<file path="src/rtl/param_accum_counter.sv">
// ---------------------------------------------------------------------------
// param_accum_counter
//
// Up/down accumulating counter with a programmable range [0, limit].
// Each enabled clock edge adds or subtracts an unsigned step. When a step
// would leave the range, a boundary event happens. In the default build
// the counter wraps to the opposite end of the range and pulses 'wrap' for
// one cycle. With PARAM_ACCUM_SAT_EN defined it clamps at the end it hit and
// raises a sticky 'sat' flag instead.
//
// Configuration macro:
//   PARAM_ACCUM_SAT_EN - saturate at the boundary instead of wrapping.
//
// Parameters:
//   WIDTH  - counter and limit width in bits (4..64)
//   STEP_W - step input width in bits (must not exceed WIDTH)
//
// Ports:
//   clk        in   clock; all state changes on its rising edge
//   reset      in   asynchronous, active-high reset
//   en         in   count enable
//   up         in   direction: 1 = add step, 0 = subtract step
//   step       in   unsigned step amount
//   limit      in   unsigned upper bound of the count range
//   load       in   synchronous load strobe (takes priority over en)
//   load_value in   value written to count on load
//   count      out  registered counter value
//   wrap       out  registered one-cycle boundary pulse (wrap build only)
//   tc         out  combinational terminal count, high when count == limit
//   sat        out  registered sticky saturation flag (saturating build only)
// ---------------------------------------------------------------------------
module param_accum_counter #(
  parameter int WIDTH  = 32,
  parameter int STEP_W = 4
) (
  input  logic              clk,
  input  logic              reset,
  input  logic              en,
  input  logic              up,
  input  logic [STEP_W-1:0] step,
  input  logic [WIDTH-1:0]  limit,
  input  logic              load,
  input  logic [WIDTH-1:0]  load_value,
  output logic [WIDTH-1:0]  count,
  output logic              wrap,
  output logic              tc,
  output logic              sat
);

  // One extra bit of headroom so that count + step can never overflow
  // before it is compared against limit.
  logic [WIDTH:0]   count_ext;
  logic [WIDTH:0]   limit_ext;
  logic [WIDTH:0]   step_ext;
  logic [WIDTH:0]   sum_ext;
  logic [WIDTH-1:0] diff;
  logic             step_zero;
  logic             up_fits;
  logic             down_fits;

  logic [WIDTH-1:0] count_next;
  logic             wrap_next;

  assign count_ext = {1'b0, count};
  assign limit_ext = {1'b0, limit};
  assign step_ext  = {{(WIDTH + 1 - STEP_W){1'b0}}, step};
  assign sum_ext   = count_ext + step_ext;
  assign diff      = count - step_ext[WIDTH-1:0];
  assign step_zero = (step == '0);
  assign up_fits   = (sum_ext <= limit_ext);
  assign down_fits = (count_ext >= step_ext);

  // Terminal count tracks count and limit with no register in the path.
  assign tc = (count == limit);

`ifdef PARAM_ACCUM_SAT_EN

  logic sat_next;

  // Next-state selection, saturating flavour. A zero step is a true no-op:
  // without that guard an out-of-range count (count > limit after a load)
  // would look like an up-boundary even though nothing moved.
  always_comb begin
    count_next = count;
    wrap_next  = 1'b0;
    sat_next   = sat;
    if (load) begin
      count_next = load_value;
      sat_next   = 1'b0;
    end else if (en && !step_zero) begin
      if (up) begin
        if (up_fits) begin
          count_next = sum_ext[WIDTH-1:0];
        end else begin
          count_next = limit;
          sat_next   = 1'b1;
        end
      end else begin
        if (down_fits) begin
          count_next = diff;
        end else begin
          count_next = '0;
          sat_next   = 1'b1;
        end
      end
    end
  end

  // Sticky saturation flag; only load or reset clear it.
  always_ff @(posedge clk or posedge reset) begin
    if (reset) begin
      sat <= 1'b0;
    end else begin
      sat <= sat_next;
    end
  end

`else

  // Next-state selection, wrapping flavour. Crossing the top of the range
  // lands on 0, crossing the bottom lands on limit, and wrap is raised for
  // the following cycle. A zero step never moves the count or wraps.
  always_comb begin
    count_next = count;
    wrap_next  = 1'b0;
    if (load) begin
      count_next = load_value;
    end else if (en && !step_zero) begin
      if (up) begin
        if (up_fits) begin
          count_next = sum_ext[WIDTH-1:0];
        end else begin
          count_next = '0;
          wrap_next  = 1'b1;
        end
      end else begin
        if (down_fits) begin
          count_next = diff;
        end else begin
          count_next = limit;
          wrap_next  = 1'b1;
        end
      end
    end
  end

  assign sat = 1'b0;

`endif

  // Count and wrap registers. wrap_next defaults low every cycle, so the
  // pulse lasts exactly one cycle unless the next edge is also a boundary.
  always_ff @(posedge clk or posedge reset) begin
    if (reset) begin
      count <= '0;
      wrap  <= 1'b0;
    end else begin
      count <= count_next;
      wrap  <= wrap_next;
    end
  end

endmodule

</file>
<file path="config.mk">
export PLATFORM = sky130hd
export DESIGN_NAME = param_accum_counter
export DESIGN_NICKNAME = d
export VERILOG_FILES = /design/src/rtl/param_accum_counter.sv
export SDC_FILE = /design/constraint.sdc
export NUM_CORES = 1
export LEC_CHECK = 0
export ABC_AREA = 1
export CAP_MARGIN = 20
export CORE_MARGIN = 1
export CORE_UTILIZATION = 40
export DETAILED_ROUTE_END_ITERATION = 7
export GPL_TIMING_DRIVEN = 0
export PLACE_DENSITY = 0.67
export SYNTH_ARGS = -nofsm -noshare
export SYNTH_HDL_FRONTEND = slang
export SYNTH_SLANG_ARGS = --single-unit
</file>
<file path="constraint.sdc">
create_clock -name clk -period 6.95 [get_ports clk]
set_clock_uncertainty 0.1 [all_clocks]
set_input_delay 2.085 -clock clk [delete_from_list [all_inputs] [get_ports clk]]
set_output_delay 2.085 -clock clk [all_outputs]
set_load 0.1 [all_outputs]
</file>
# Word level (Yosys, flattened, before mapping)
# Cells that the tools add are included.
# totals
register_bits	33
word_cells	21
# op_classes
addsub	2
magnitude_cmp	2
eq_ne	1
mux	10
reduce_logical	4
# ops
operator	count
2-to-1 mux 32 bit	5
adder 32 x 4 -> 33 bit	1
<= comparator 33 x 32 -> 1 bit	1
equality test 32 bit	1
>= comparator 32 x 4 -> 1 bit	1
subtractor 32 x 4 -> 32 bit	1
2-to-1 mux 1 bit	5
zero test 4 bit	1
nonzero test 2 bit	1
logical AND 1 bit	1
zero test 1 bit	1

# Logic depth before layout (Yosys ltp)
# logic_depth
word_depth	6
depth_mapped	28
depth_no_buf	26

# Least setup slack after synthesis
# No wires, ideal clock.
# synth_path
kind	input-to-output
startpoint	input limit[3]
endpoint	output tc
t_arrival_ps	4697
required_time_ps	4765
slack_ps	68
stages	4
path_cell_list	xor2_1 > nor4_1 > nand4_1 > nor3_1
# synth_via
elab_chain_cells	1
# synth_rtl
item	line_no	rtl
from (decl)	41	input logic [WIDTH-1:0] limit,
equality test 32 bit	74	assign tc = (count == limit);
to (decl)	46	output logic tc,
# Every way passes these cells.

# Final worst setup path
# layout_path
startpoint	input limit[8]
endpoint	output tc
# Same word-level chain as after synthesis.

==> results.sh <==
export IMPL_status="complete, no violations"
export IMPL_tightest_slew_ns=0.978
export IMPL_vias_per_cell=5.47
export IMPL_final_period_utilization_pct=98.5
export IMPL_core_area_sq_um=14000
export IMPL_r2r_cells=22
export IMPL_hold_viol=0
export IMPL_holdPathStages=2
export IMPL_path_clk_slew_ns=0.07
export IMPL_start_util_pct=41.4
export IMPL_antenna_found_initial=1
export IMPL_p_leak_nw=3.72
export IMPL_final_nets=1236
export IMPL_synth_area_leaders="nand2_1 (21%), dfrtp_1 (14%), inv_1 (9.4%), ha_1 (8.6%), xor2_1 (8.6%)"
export IMPL_clkSinkCount=33
export IMPL_r2r_start="count[2]$_DFFE_PP0P_"
export IMPL_ios=108
export IMPL_netlist_instances=1009
export IMPL_final_max_slew_viol_count=0
export IMPL_antenna_cells=0
export IMPL_clk_path_buf_depth=2
export IMPL_area_growth_pct=25.0
export IMPL_whs_endpoint="count[0]$_DFFE_PP0P_"
export IMPL_regToRegSetupSlack_ns=2.24
export IMPL_period_needed_ns=6.85
export IMPL_ys_flop_type="dfrtp_1"
export IMPL_yosys_top_cells_count="nand2_1 (326), inv_1 (145), nor2_1 (119)"
export IMPL_post_synth_top_area_cell="nand2_1"
export IMPL_io_buffers=105
export IMPL_placed_cells=1294
export IMPL_drt_pass1_iter_count=6
export IMPL_end_kind="primary output"
export IMPL_synth_cell_type_count=45
export IMPL_rows=43
export IMPL_hold_path_class="flop to flop"
export IMPL_root_buffer="clkbuf_16"
export IMPL_dp_hpwl_um=22000
export IMPL_power_density_nw_per_um2=203
export IMPL_grt_pass1_vias=6301
export IMPL_crit_required_ns=4.76
export IMPL_htreeDepth=2
export IMPL_synth_top_area_share_pct=21.1
export IMPL_max_slew_margin_pct=34.6
export IMPL_grt_util_all_layers_pct=37.7
export IMPL_ant_nets=0
export IMPL_fill_cells=1521
export IMPL_grt_ovfl_total=0
export IMPL_rsz0062_at_grt="no"
export IMPL_die_height_um=123
export IMPL_worstReg2RegEnd="count[28]$_DFFE_PP0P_"
export IMPL_seq_area_frac_synth_pct=14.2
export IMPL_synth_most_common_cell="nand2_1"
export IMPL_synth_edf_count=0
export IMPL_grt_pass1_wl_um=40000
export IMPL_ir_worst_vdd_v=0.000115
export IMPL_setup_viol=0
export IMPL_hold_slack_ns=0.533
export IMPL_arrival_ns=4.66
export IMPL_syn_num_nets=1124
export IMPL_vias=7123
export IMPL_power_mw=1.47
export IMPL_wirelength_um=27600
export IMPL_cts_tree="yes"
export IMPL_fmax_mhz=146
export IMPL_die_area_sq_um=15000
export IMPL_drt_iter0_drc=816
export IMPL_detail_route_wl_per_cell_um=21.2
export IMPL_min_delay_start="count[0]$_DFFE_PP0P_"
export IMPL_crit_fanout=3
export IMPL_ys_seq_elements=33
export IMPL_yosys_warnings=0
export IMPL_placed_area_sq_um=7090
export IMPL_final_cells=1302
export IMPL_synthesis_area_sq_um=5810
export IMPL_path_class="input pin to primary output"
export IMPL_numCtsBuffers=5
export IMPL_gp_congestion=0.989
export IMPL_dieWidth_um=123
export IMPL_syn_avg_cell_area_sq_um=5.76
export IMPL_maxCapViolCount=0
export IMPL_startpoint_type="input pin"
export IMPL_async_reset_ff_share_pct=100
export IMPL_post_route_drc_count=0
export IMPL_place_ws_ns=-0.176
export IMPL_fin_area_sq_um=7260
export IMPL_clock_latency_ns=0.30
export IMPL_drive_gt1_share_pct=7.31
export IMPL_grt_max_degree=34
export IMPL_timing_final_ws_setup_ns=0.102
==> report_power, final <==
group	leakage (nW)	internal [mW]	total [mW]	switching, mW
combinational	3.24	0.266	0.931	0.665
sequential	0.403	0.217	0.252	0.0346
clock	0.0831	0.180	0.291	0.112
==> worst max-delay path, stage by stage <==
cell and delay (ns):
clkdlybuf4s50_1 0.60, xor2_1 0.16, nor4_1 0.41, nand4_1 0.21, nor3_1 0.30, dlygate4sd2_1 0.89
==> through the flow <==
| step | utilization (%) | TNS [ns] |
|---|---|---|
| finish | 51.7 | 0 |
| global route | 51.7 | 0 |
| floorplan | - | 0 |
| CTS | 51.7 | 0 |
| global placement | 50.5 | -0.181 |
| detailed placement | 50.5 | -0.176 |
==> placed cells by master, fill, tap and decap left out, drive strengths merged, types with 2 or more instances in the layout <==
| cell type | Yosys | routed |
|---|---|---|
| nand3 | 76 | 76 |
| nor2 | 132 | 132 |
| a221oi | 6 | 6 |
| clkdlybuf4s50 | 0 | 104 |
| buf | 30 | 30 |
| xor2 | 57 | 57 |
| a22oi | 10 | 10 |
| inv | 151 | 151 |
| xnor2 | 2 | 2 |
| a21oi | 33 | 33 |
| o21bai | 2 | 2 |
| nand4 | 20 | 20 |
| nand2 | 334 | 334 |
| o21ai | 26 | 26 |
| o211ai | 2 | 2 |
| fa | 2 | 2 |
| nor3 | 16 | 16 |
| clkbuf | 9 | 15 |
| nor4 | 8 | 8 |
| o22ai | 7 | 7 |
| dfrtp | 33 | 33 |
| ha | 40 | 40 |
| clkinv | 3 | 3 |
==> how the worst max path moves through the flow <==
stage	cells past startpoint	slack, ns	from	endpoint
2_1_floorplan	4	0.07	limit[3]	tc
3_3_place_gp	6	-0.18	limit[8]	tc
3_5_place_dp	6	-0.18	limit[8]	tc
4_1_cts	6	0.13	limit[8]	tc
5_1_grt	6	0.16	limit[15]	tc
6_report	6	0.10	limit[8]	tc
==> sequential cells by signal, summed over array words and instances, names as in the netlist <==
name	cells
count	32
wrap	1
==> repair_timing <==
action                     CTS  global route
resized for setup            1             0
hold buffers                 0             0
setup endpoints to repair    1             0
buffers inserted             0             0
==> logic make-up (layout without fill, tap and decap cells) <==
logic type,count (synthesis),after routing,share of synthesized area [%]
compound gates,92,92,9.95
xor+xnor,59,59,8.89
flops,33,33,14.2
buf+inv,193,306,14.0
simple gates,589,589,43.6
other cells,1,1,0.0645
fa+ha+maj,42,42,9.30
==> routing by layer <==
metal | track usage (%) | up-vias | wire, um
met5 | 0 | - | 0
met4 | 8.92 | 0 | 586
met3 | 8.04 | 37 | 2840
met2 | 55.7 | 388 | 11600
met1 | 55.2 | 3303 | 12600
li1 | - | 3395 | -
==> layout make-up <==
cell class              instances  area, sq um  share of cell area, %
repair buffers                105         1050                   14.5
well taps                     180          225                   3.10
clock buffers                   6          139                   1.91
inverters                     154          581                   7.99
plain buffers                  39          235                   3.24
flip-flops and latches         33          826                   11.4
multi-input cells             783         4170                   57.4
clock inverters                 2         37.5                  0.517
No activity file was read; power rests on OpenSTA's default activity.
